## src/rtl/ct_ciu_vb_sched_pkg.sv

```systemverilog
// Shared CIU victim-buffer definitions: entry/id/beat sizing, AW FSM states and
// one-hot/index helpers used by the scheduler and its arbiter.
package ct_ciu_vb_sched_pkg;

    localparam int VB_ENTRY_NUM = 4;
    localparam int VB_ID_W      = 2;
    localparam int VB_WBEAT_NUM = 4;
    localparam int VB_BEAT_W    = 2;
    localparam int VB_CNT_W     = VB_ID_W + 1;

    localparam logic [VB_BEAT_W-1:0] VB_WBEAT_LAST = VB_BEAT_W'(VB_WBEAT_NUM - 1);
    localparam logic [VB_CNT_W-1:0]  VB_FIFO_DEPTH = VB_CNT_W'(VB_ENTRY_NUM);

    typedef logic [VB_ENTRY_NUM-1:0] vb_vec_t;
    typedef logic [VB_ID_W-1:0]      vb_id_t;

    typedef enum logic {
        AW_IDLE = 1'b0,
        AW_LOCK = 1'b1
    } vb_aw_state_t;

    function automatic vb_vec_t vb_id2sel(input vb_id_t id);
        vb_vec_t sel;
        sel     = '0;
        sel[id] = 1'b1;
        return sel;
    endfunction

    function automatic vb_id_t vb_sel2id(input vb_vec_t sel);
        vb_id_t id;
        id = '0;
        for (int i = 0; i < VB_ENTRY_NUM; i++) begin
            if (sel[i]) id = vb_id_t'(i);
        end
        return id;
    endfunction

endpackage

```

## src/rtl/ct_ciu_vb_aw_arb.sv

```systemverilog
// Victim-buffer AW arbiter: one-hot grant to the first requester found after
// ptr, wrapping around. A pointer of the last index gives fixed lowest-first priority.
module ct_ciu_vb_aw_arb
    import ct_ciu_vb_sched_pkg::*;
(
    input  logic [VB_ENTRY_NUM-1:0] req,
    input  logic [VB_ID_W-1:0]      ptr,
    output logic [VB_ENTRY_NUM-1:0] gnt
);

    vb_id_t idx;

    // Scan farthest-first so the candidate closest after ptr wins.
    always_comb begin
        gnt = '0;
        idx = '0;
        for (int k = VB_ENTRY_NUM; k >= 1; k--) begin
            idx = ptr + vb_id_t'(k);
            if (req[idx]) gnt = vb_id2sel(idx);
        end
    end

endmodule

```

## src/rtl/gated_clk_cell.sv

```systemverilog
// Latch-based clock gate: the enable is captured while the clock is low so the
// gated clock never glitches.
module gated_clk_cell (
    input  logic clk_in,
    input  logic local_en,
    output logic clk_out
);

    logic en_lat;

    always_latch begin
        if (!clk_in) en_lat <= local_en;
    end

    assign clk_out = clk_in & en_lat;

endmodule

```

## src/rtl/ct_ciu_vb_sched.sv

```systemverilog
// Victim-buffer scheduler: entry allocation, AW arbitration with AXI id lock,
// AW-order FIFO and W beat sequencing. CT_CIU_VB_RR_ARB_EN selects round-robin AW arbitration.
module ct_ciu_vb_sched
    import ct_ciu_vb_sched_pkg::*;
(
    input  logic                    forever_cpuclk,
    input  logic                    cpurst_b,
    input  logic                    vb_create_req,
    output logic                    vb_create_gnt,
    output logic [VB_ENTRY_NUM-1:0] vb_aw_create_sel,
    input  logic [VB_ENTRY_NUM-1:0] vb_aw_vld,
    input  logic [VB_ENTRY_NUM-1:0] vb_aw_en,
    input  logic [VB_ENTRY_NUM-1:0] vb_w_vld,
    output logic [VB_ENTRY_NUM-1:0] vb_aw_req_sel,
    output logic                    vb_awvalid,
    input  logic                    vb_awready,
    output logic [VB_ID_W-1:0]      vb_aw_id,
    output logic                    vb_wvalid,
    input  logic                    vb_wready,
    output logic                    vb_wlast,
    output logic [VB_ID_W-1:0]      vb_w_id,
    output logic [VB_BEAT_W-1:0]    vb_w_beat,
    output logic [VB_ENTRY_NUM-1:0] vb_w_pop_sel,
    output logic                    vb_full,
    output logic                    vb_empty
);

    vb_vec_t           free_vec;
    vb_vec_t           create_pick;
    vb_aw_state_t      aw_state;
    vb_id_t            aw_lock_id;
    vb_id_t            aw_arb_id;
    vb_id_t            arb_ptr;
    vb_vec_t           aw_arb_gnt;
    logic              aw_locked;
    logic              aw_hs;
    logic              w_hs;
    logic              fifo_push;
    logic              fifo_pop;
    logic              fifo_empty;
    vb_id_t            fifo_head;
    vb_id_t            fifo_mem [VB_ENTRY_NUM];
    vb_id_t            fifo_wr_ptr;
    vb_id_t            fifo_rd_ptr;
    logic [VB_CNT_W-1:0]  fifo_cnt;
    logic [VB_BEAT_W-1:0] w_beat_cnt;
    logic              vb_ctrl_clk;
    logic              ctrl_clk_en;

    assign free_vec         = ~vb_aw_vld;
    assign create_pick      = free_vec & (-free_vec);
    assign vb_full          = &vb_aw_vld;
    assign vb_empty         = ~|vb_aw_vld;
    assign vb_create_gnt    = vb_create_req & ~vb_full;
    assign vb_aw_create_sel = vb_create_gnt ? create_pick : '0;

`ifdef CT_CIU_VB_RR_ARB_EN
    vb_id_t rr_ptr;

    always_ff @(posedge forever_cpuclk or negedge cpurst_b) begin
        if (!cpurst_b) begin
            rr_ptr <= '0;
        end else if (aw_hs) begin
            rr_ptr <= vb_aw_id;
        end
    end

    assign arb_ptr = rr_ptr;
`else
    assign arb_ptr = vb_id_t'(VB_ENTRY_NUM - 1);
`endif

    ct_ciu_vb_aw_arb x_ct_ciu_vb_aw_arb (
        .req (vb_aw_en),
        .ptr (arb_ptr),
        .gnt (aw_arb_gnt)
    );

    assign aw_arb_id     = vb_sel2id(aw_arb_gnt);
    assign aw_locked     = (aw_state == AW_LOCK);
    assign vb_awvalid    = aw_locked | (|vb_aw_en);
    assign vb_aw_id      = aw_locked ? aw_lock_id : aw_arb_id;
    assign aw_hs         = vb_awvalid & vb_awready;
    assign vb_aw_req_sel = aw_hs ? vb_id2sel(vb_aw_id) : '0;

    // Once AW is presented without ready, the id is frozen until the handshake.
    always_ff @(posedge forever_cpuclk or negedge cpurst_b) begin
        if (!cpurst_b) begin
            aw_state   <= AW_IDLE;
            aw_lock_id <= '0;
        end else begin
            case (aw_state)
                AW_IDLE: begin
                    if (vb_awvalid && !vb_awready) begin
                        aw_state   <= AW_LOCK;
                        aw_lock_id <= aw_arb_id;
                    end
                end
                AW_LOCK: begin
                    if (vb_awready) aw_state <= AW_IDLE;
                end
                default: aw_state <= AW_IDLE;
            endcase
        end
    end

    assign fifo_empty   = (fifo_cnt == '0);
    assign fifo_head    = fifo_mem[fifo_rd_ptr];
    assign vb_wvalid    = ~fifo_empty & vb_w_vld[fifo_head];
    assign vb_w_id      = fifo_head;
    assign vb_w_beat    = w_beat_cnt;
    assign vb_wlast     = (w_beat_cnt == VB_WBEAT_LAST);
    assign w_hs         = vb_wvalid & vb_wready;
    assign fifo_push    = aw_hs;
    assign fifo_pop     = w_hs & vb_wlast;
    assign vb_w_pop_sel = fifo_pop ? vb_id2sel(fifo_head) : '0;

    assign ctrl_clk_en = aw_hs | w_hs | vb_create_req;

    gated_clk_cell x_vb_ctrl_gated_clk (
        .clk_in   (forever_cpuclk),
        .local_en (ctrl_clk_en),
        .clk_out  (vb_ctrl_clk)
    );

    // AW-order FIFO and beat counter; their state only moves on a handshake.
    always_ff @(posedge vb_ctrl_clk or negedge cpurst_b) begin
        if (!cpurst_b) begin
            for (int i = 0; i < VB_ENTRY_NUM; i++) fifo_mem[i] <= '0;
            fifo_wr_ptr <= '0;
            fifo_rd_ptr <= '0;
            fifo_cnt    <= '0;
            w_beat_cnt  <= '0;
        end else begin
            if (fifo_push) begin
                fifo_mem[fifo_wr_ptr] <= vb_aw_id;
                fifo_wr_ptr           <= fifo_wr_ptr + 2'd1;
            end
            if (fifo_pop) begin
                fifo_rd_ptr <= fifo_rd_ptr + 2'd1;
            end
            case ({fifo_push, fifo_pop})
                2'b10:   fifo_cnt <= fifo_cnt + 3'd1;
                2'b01:   fifo_cnt <= fifo_cnt - 3'd1;
                default: fifo_cnt <= fifo_cnt;
            endcase
            if (w_hs) begin
                w_beat_cnt <= w_beat_cnt + 2'd1;
            end
        end
    end

    a_vb_fifo_no_overflow: assert property (
        @(posedge forever_cpuclk) disable iff (!cpurst_b)
        !(aw_hs && fifo_cnt == VB_FIFO_DEPTH)
    );

endmodule

```

## config.mk

```make
export PLATFORM = sky130hd
export DESIGN_NAME = ct_ciu_vb_sched
export DESIGN_NICKNAME = d
export VERILOG_FILES = /design/src/rtl/ct_ciu_vb_sched_pkg.sv /design/src/rtl/ct_ciu_vb_aw_arb.sv /design/src/rtl/gated_clk_cell.sv /design/src/rtl/ct_ciu_vb_sched.sv
export SDC_FILE = /design/constraint.sdc
export NUM_CORES = 1
export LEC_CHECK = 0
export ABC_AREA = 1
export BUFFER_PORTS_ARGS = -buffer_cell sky130_fd_sc_hd__buf_4
export CAP_MARGIN = 0
export CORE_UTILIZATION = 50
export DETAILED_ROUTE_END_ITERATION = 12
export HOLD_SLACK_MARGIN = 0.02
export PLACE_DENSITY = 0.84
export SLEW_MARGIN = 15
export SYNTH_ARGS = -nofsm -noshare
export SYNTH_HDL_FRONTEND = slang
export SYNTH_SLANG_ARGS = --single-unit
```

## constraint.sdc

```tcl
create_clock -name forever_cpuclk -period 3.2 [get_ports forever_cpuclk]
set_input_delay 0.48 -clock forever_cpuclk [delete_from_list [all_inputs] [get_ports forever_cpuclk]]
set_output_delay 0.48 -clock forever_cpuclk [all_outputs]
set_load 0.02 [all_outputs]
```

==> impl_metrics.json <==
{
  "cts_tree": "built",
  "setup_slack_ps": 258,
  "grt_pass1_wl_mm": 4.76,
  "routed_wl_mm": 2.99,
  "hold_path_class": "in -> reg",
  "slew_viol_final": 0,
  "io_buffers": 40,
  "grt_start_max_net_pins": 21,
  "place_area_mm2": 0.00165,
  "syn_inst": 179,
  "worst_setup_path_start_kind": "register",
  "yosys-top-cells-area": "dfrtp_1 38%, nand2_1 15%, inv_1 7.1%",
  "maxCapViolations": 0,
  "rr_worst_depth": 10,
  "path_clk_slew_ps": 50,
  "r2r_start": "fifo_rd_ptr[0]",
  "hpwl_mm": 2.06,
  "place_ws_ps": 302,
  "tns_ps": 0,
  "vias_per_cell": 4.94,
  "ys_top_cells_by_count": "54 x nand2_1, 25 x inv_1, 20 x dfrtp_1, 16 x o21ai_0, 15 x nand3_1",
  "antenna_found_initial": 0,
  "crit_fanout": 10,
  "critPathCapture": "x_vb_ctrl_gated_clk.en_lat",
  "crit_path_end_kind": "latch",
  "num_rows": 18,
  "core-area_mm2": 0.00250,
  "synth_async_sr_flop_share_pct": 95.2,
  "crit_type": "reg -> latch",
  "diodes": 0,
  "cts_resized": 0,
  "die_y_um": 53.5,
  "pin_count": 41,
  "relSlewSlack_pct": 52.2,
  "drive_gt1_share_pct": 25.8,
  "synth_top_flop_cell": "dfrtp_1",
  "final_net_count": 272,
  "r2r_slack_ps": 260,
  "gp_congestion": 0.810,
  "crit_start": "fifo_rd_ptr[0]",
  "peakVddDrop_mv": 0.580,
  "worst_pin_slew_ps": 709,
  "synth_cell_types": 27,
  "grt_overflow": 0,
  "clock_latency_ps": 640,
  "fin_worst_skew_ps": 61.4,
  "ant_nets": 0,
  "track_usage_pct": 24.4,
  "status": "finished, final reports clean",
  "cts_setup_buffers": 0,
  "final_cells": 278,
  "postLayoutCellArea_mm2": 0.00182,
  "setup_viol": 0,
  "grt_pass1_vias": 1232,
  "initial_core_util_pct": 53.1,
  "first_pass_iters": 4,
  "power_density_mw_per_mm2": 821,
  "cp.required_ps": 2230,
  "fillers": 206,
  "wl_per_cell_um": 10.7,
  "reg2reg_to": "x_vb_ctrl_gated_clk.en_lat",
  "synth_warnings": 0,
  "yosysTopAreaCell": "dfrtp_1",
  "dieArea_mm2": 0.00286,
  "area_growth_pct": 37.1,
  "ys_ff_latch": 21,
  "p_leak_uw": 0.00107,
  "dp_cells": 248,
  "netlist_area_mm2": 0.00133,
  "synth_top_area_share_pct": 37.7,
  "arrival_ps": 1970,
  "synth.net_count": 203,
  "drt_iter0_drc": 40,
  "num_vias": 1372,
  "synth.avg_cell_area_um2": 7.41,
  "rsz0062_at_grt": "no",
  "drc_errors": 0,
  "synth_edf_count": 0,
  "synth.most_common_cell": "nand2_1",
  "finalHoldViolations": 0,
  "die_x_um": 53.5
}
## repair_timing
item | CTS | global route
setup endpoints to repair | 0 | 0
hold buffers | 1 | 0
hold endpoints to repair | 20 | 0
## layout by cell type, fill, tap and decap left out
cell           netlist  layout
dfrtp_1             20      20
clkinv_4             0       1
nand3_2              1       1
nand3_1             15      15
clkbuf_4             0      11
nor2_1              14      14
nand4_1              2       2
nor4_1               1       1
dlygate4sd3_1        0       1
o21ai_0             16      16
nand2_2              4       4
nand3_4              1       1
buf_4                1      41
ha_1                 6       6
fa_1                 1       1
inv_2                1       1
o21bai_1             1       1
inv_1               25      41
nand2_1             54      54
a21oi_1              1       1
dlxtn_1              1       1
nor2_2               1       1
nor2_4               1       1
inv_6                1       1
xor2_1               3       3
xnor2_1              1       1
clkbuf_1             0       1
nand2_4              1       1
nor3_1               2       2
nand3b_1             3       3
## flip-flops by register name, indices dropped and copies added (netlist names)
register	cells
aw_locked	1
fifo_rd_ptr	2
vb_w_beat	2
x_vb_ctrl_gated_clk.en_lat	1
fifo_mem	8
fifo_wr_ptr	2
fifo_cnt	3
aw_lock_id	2
## layout make-up
type                            instances  area [um^2]  area share, %
Inverter                               26          103           5.64
Tap cell                               30         37.5           2.06
Timing Repair Buffer                   42          318           17.5
Multi-Input combinational cell        129          686           37.7
Clock inverter                         18         72.6           3.99
Clock buffer                           12         86.3           4.75
Sequential cell                        21          515           28.4
## metal layers
metal  track usage, %  part of all wire (%)
met5                0                     0
met4             16.7                   1.4
met1             27.2                    44
met3             13.5                   7.5
met2             35.0                    47
## worst min-delay path by stage
stage / start / to / slack [ps] / cells past startpoint
detailed placement: x_vb_ctrl_gated_clk.en_lat / clock gate / 240 / 0
global route: vb_wready / vb_w_beat[1] / 100 / 3
CTS: vb_wready / vb_w_beat[1] / 120 / 3
floorplan: cpurst_b / aw_lock_id[0] / 180 / 0
finish: vb_wready / vb_w_beat[1] / 140 / 3
global placement: x_vb_ctrl_gated_clk.en_lat / clock gate / 230 / 0
## per-stage QoR
| step | total power (uW) | util [%] | hold WS (ps) |
|---|---|---|---|
| 6_report | 1490 | 72.7 | 138 |
| 5_1_grt | 1640 | 72.7 | 99.4 |
| 4_1_cts | 1510 | 72.7 | 121 |
| 3_5_place_dp | 1160 | 66.1 | 235 |
| 3_3_place_gp | 1140 | 66.1 | 234 |
| 2_1_floorplan | 954 | - | 184 |
## critical path, cell delays in order (launching register included)
cell and delay [ps]:
dfrtp_1 560, inv_6 80, nand2_2 70, nand2_1 60, nand2_2 70, nand2_4 60
nand3_1 100, nand3_2 80, nor2_4 90, nand2_1 80, nand3_1 70
## cells by family after synthesis
group / Yosys count / synth area share (%)
AOI/OAI and AO/OA: 18 / 6.98
xor gates and xnor gates: 4 / 2.64
adders and majority gates: 7 / 7.17
buffers and inverters: 29 / 9.43
DFF: 20 / 37.7
latches: 1 / 1.13
and+or+nand+nor: 100 / 34.9
## power by group
group,total (uW),switching (uW),internal [uW]
Sequential,421,86.5,335
Combinational,710,427,284
Clock,360,174,186
Total,1490,687,805
Note: power is estimated with default switching activity, not from simulation.
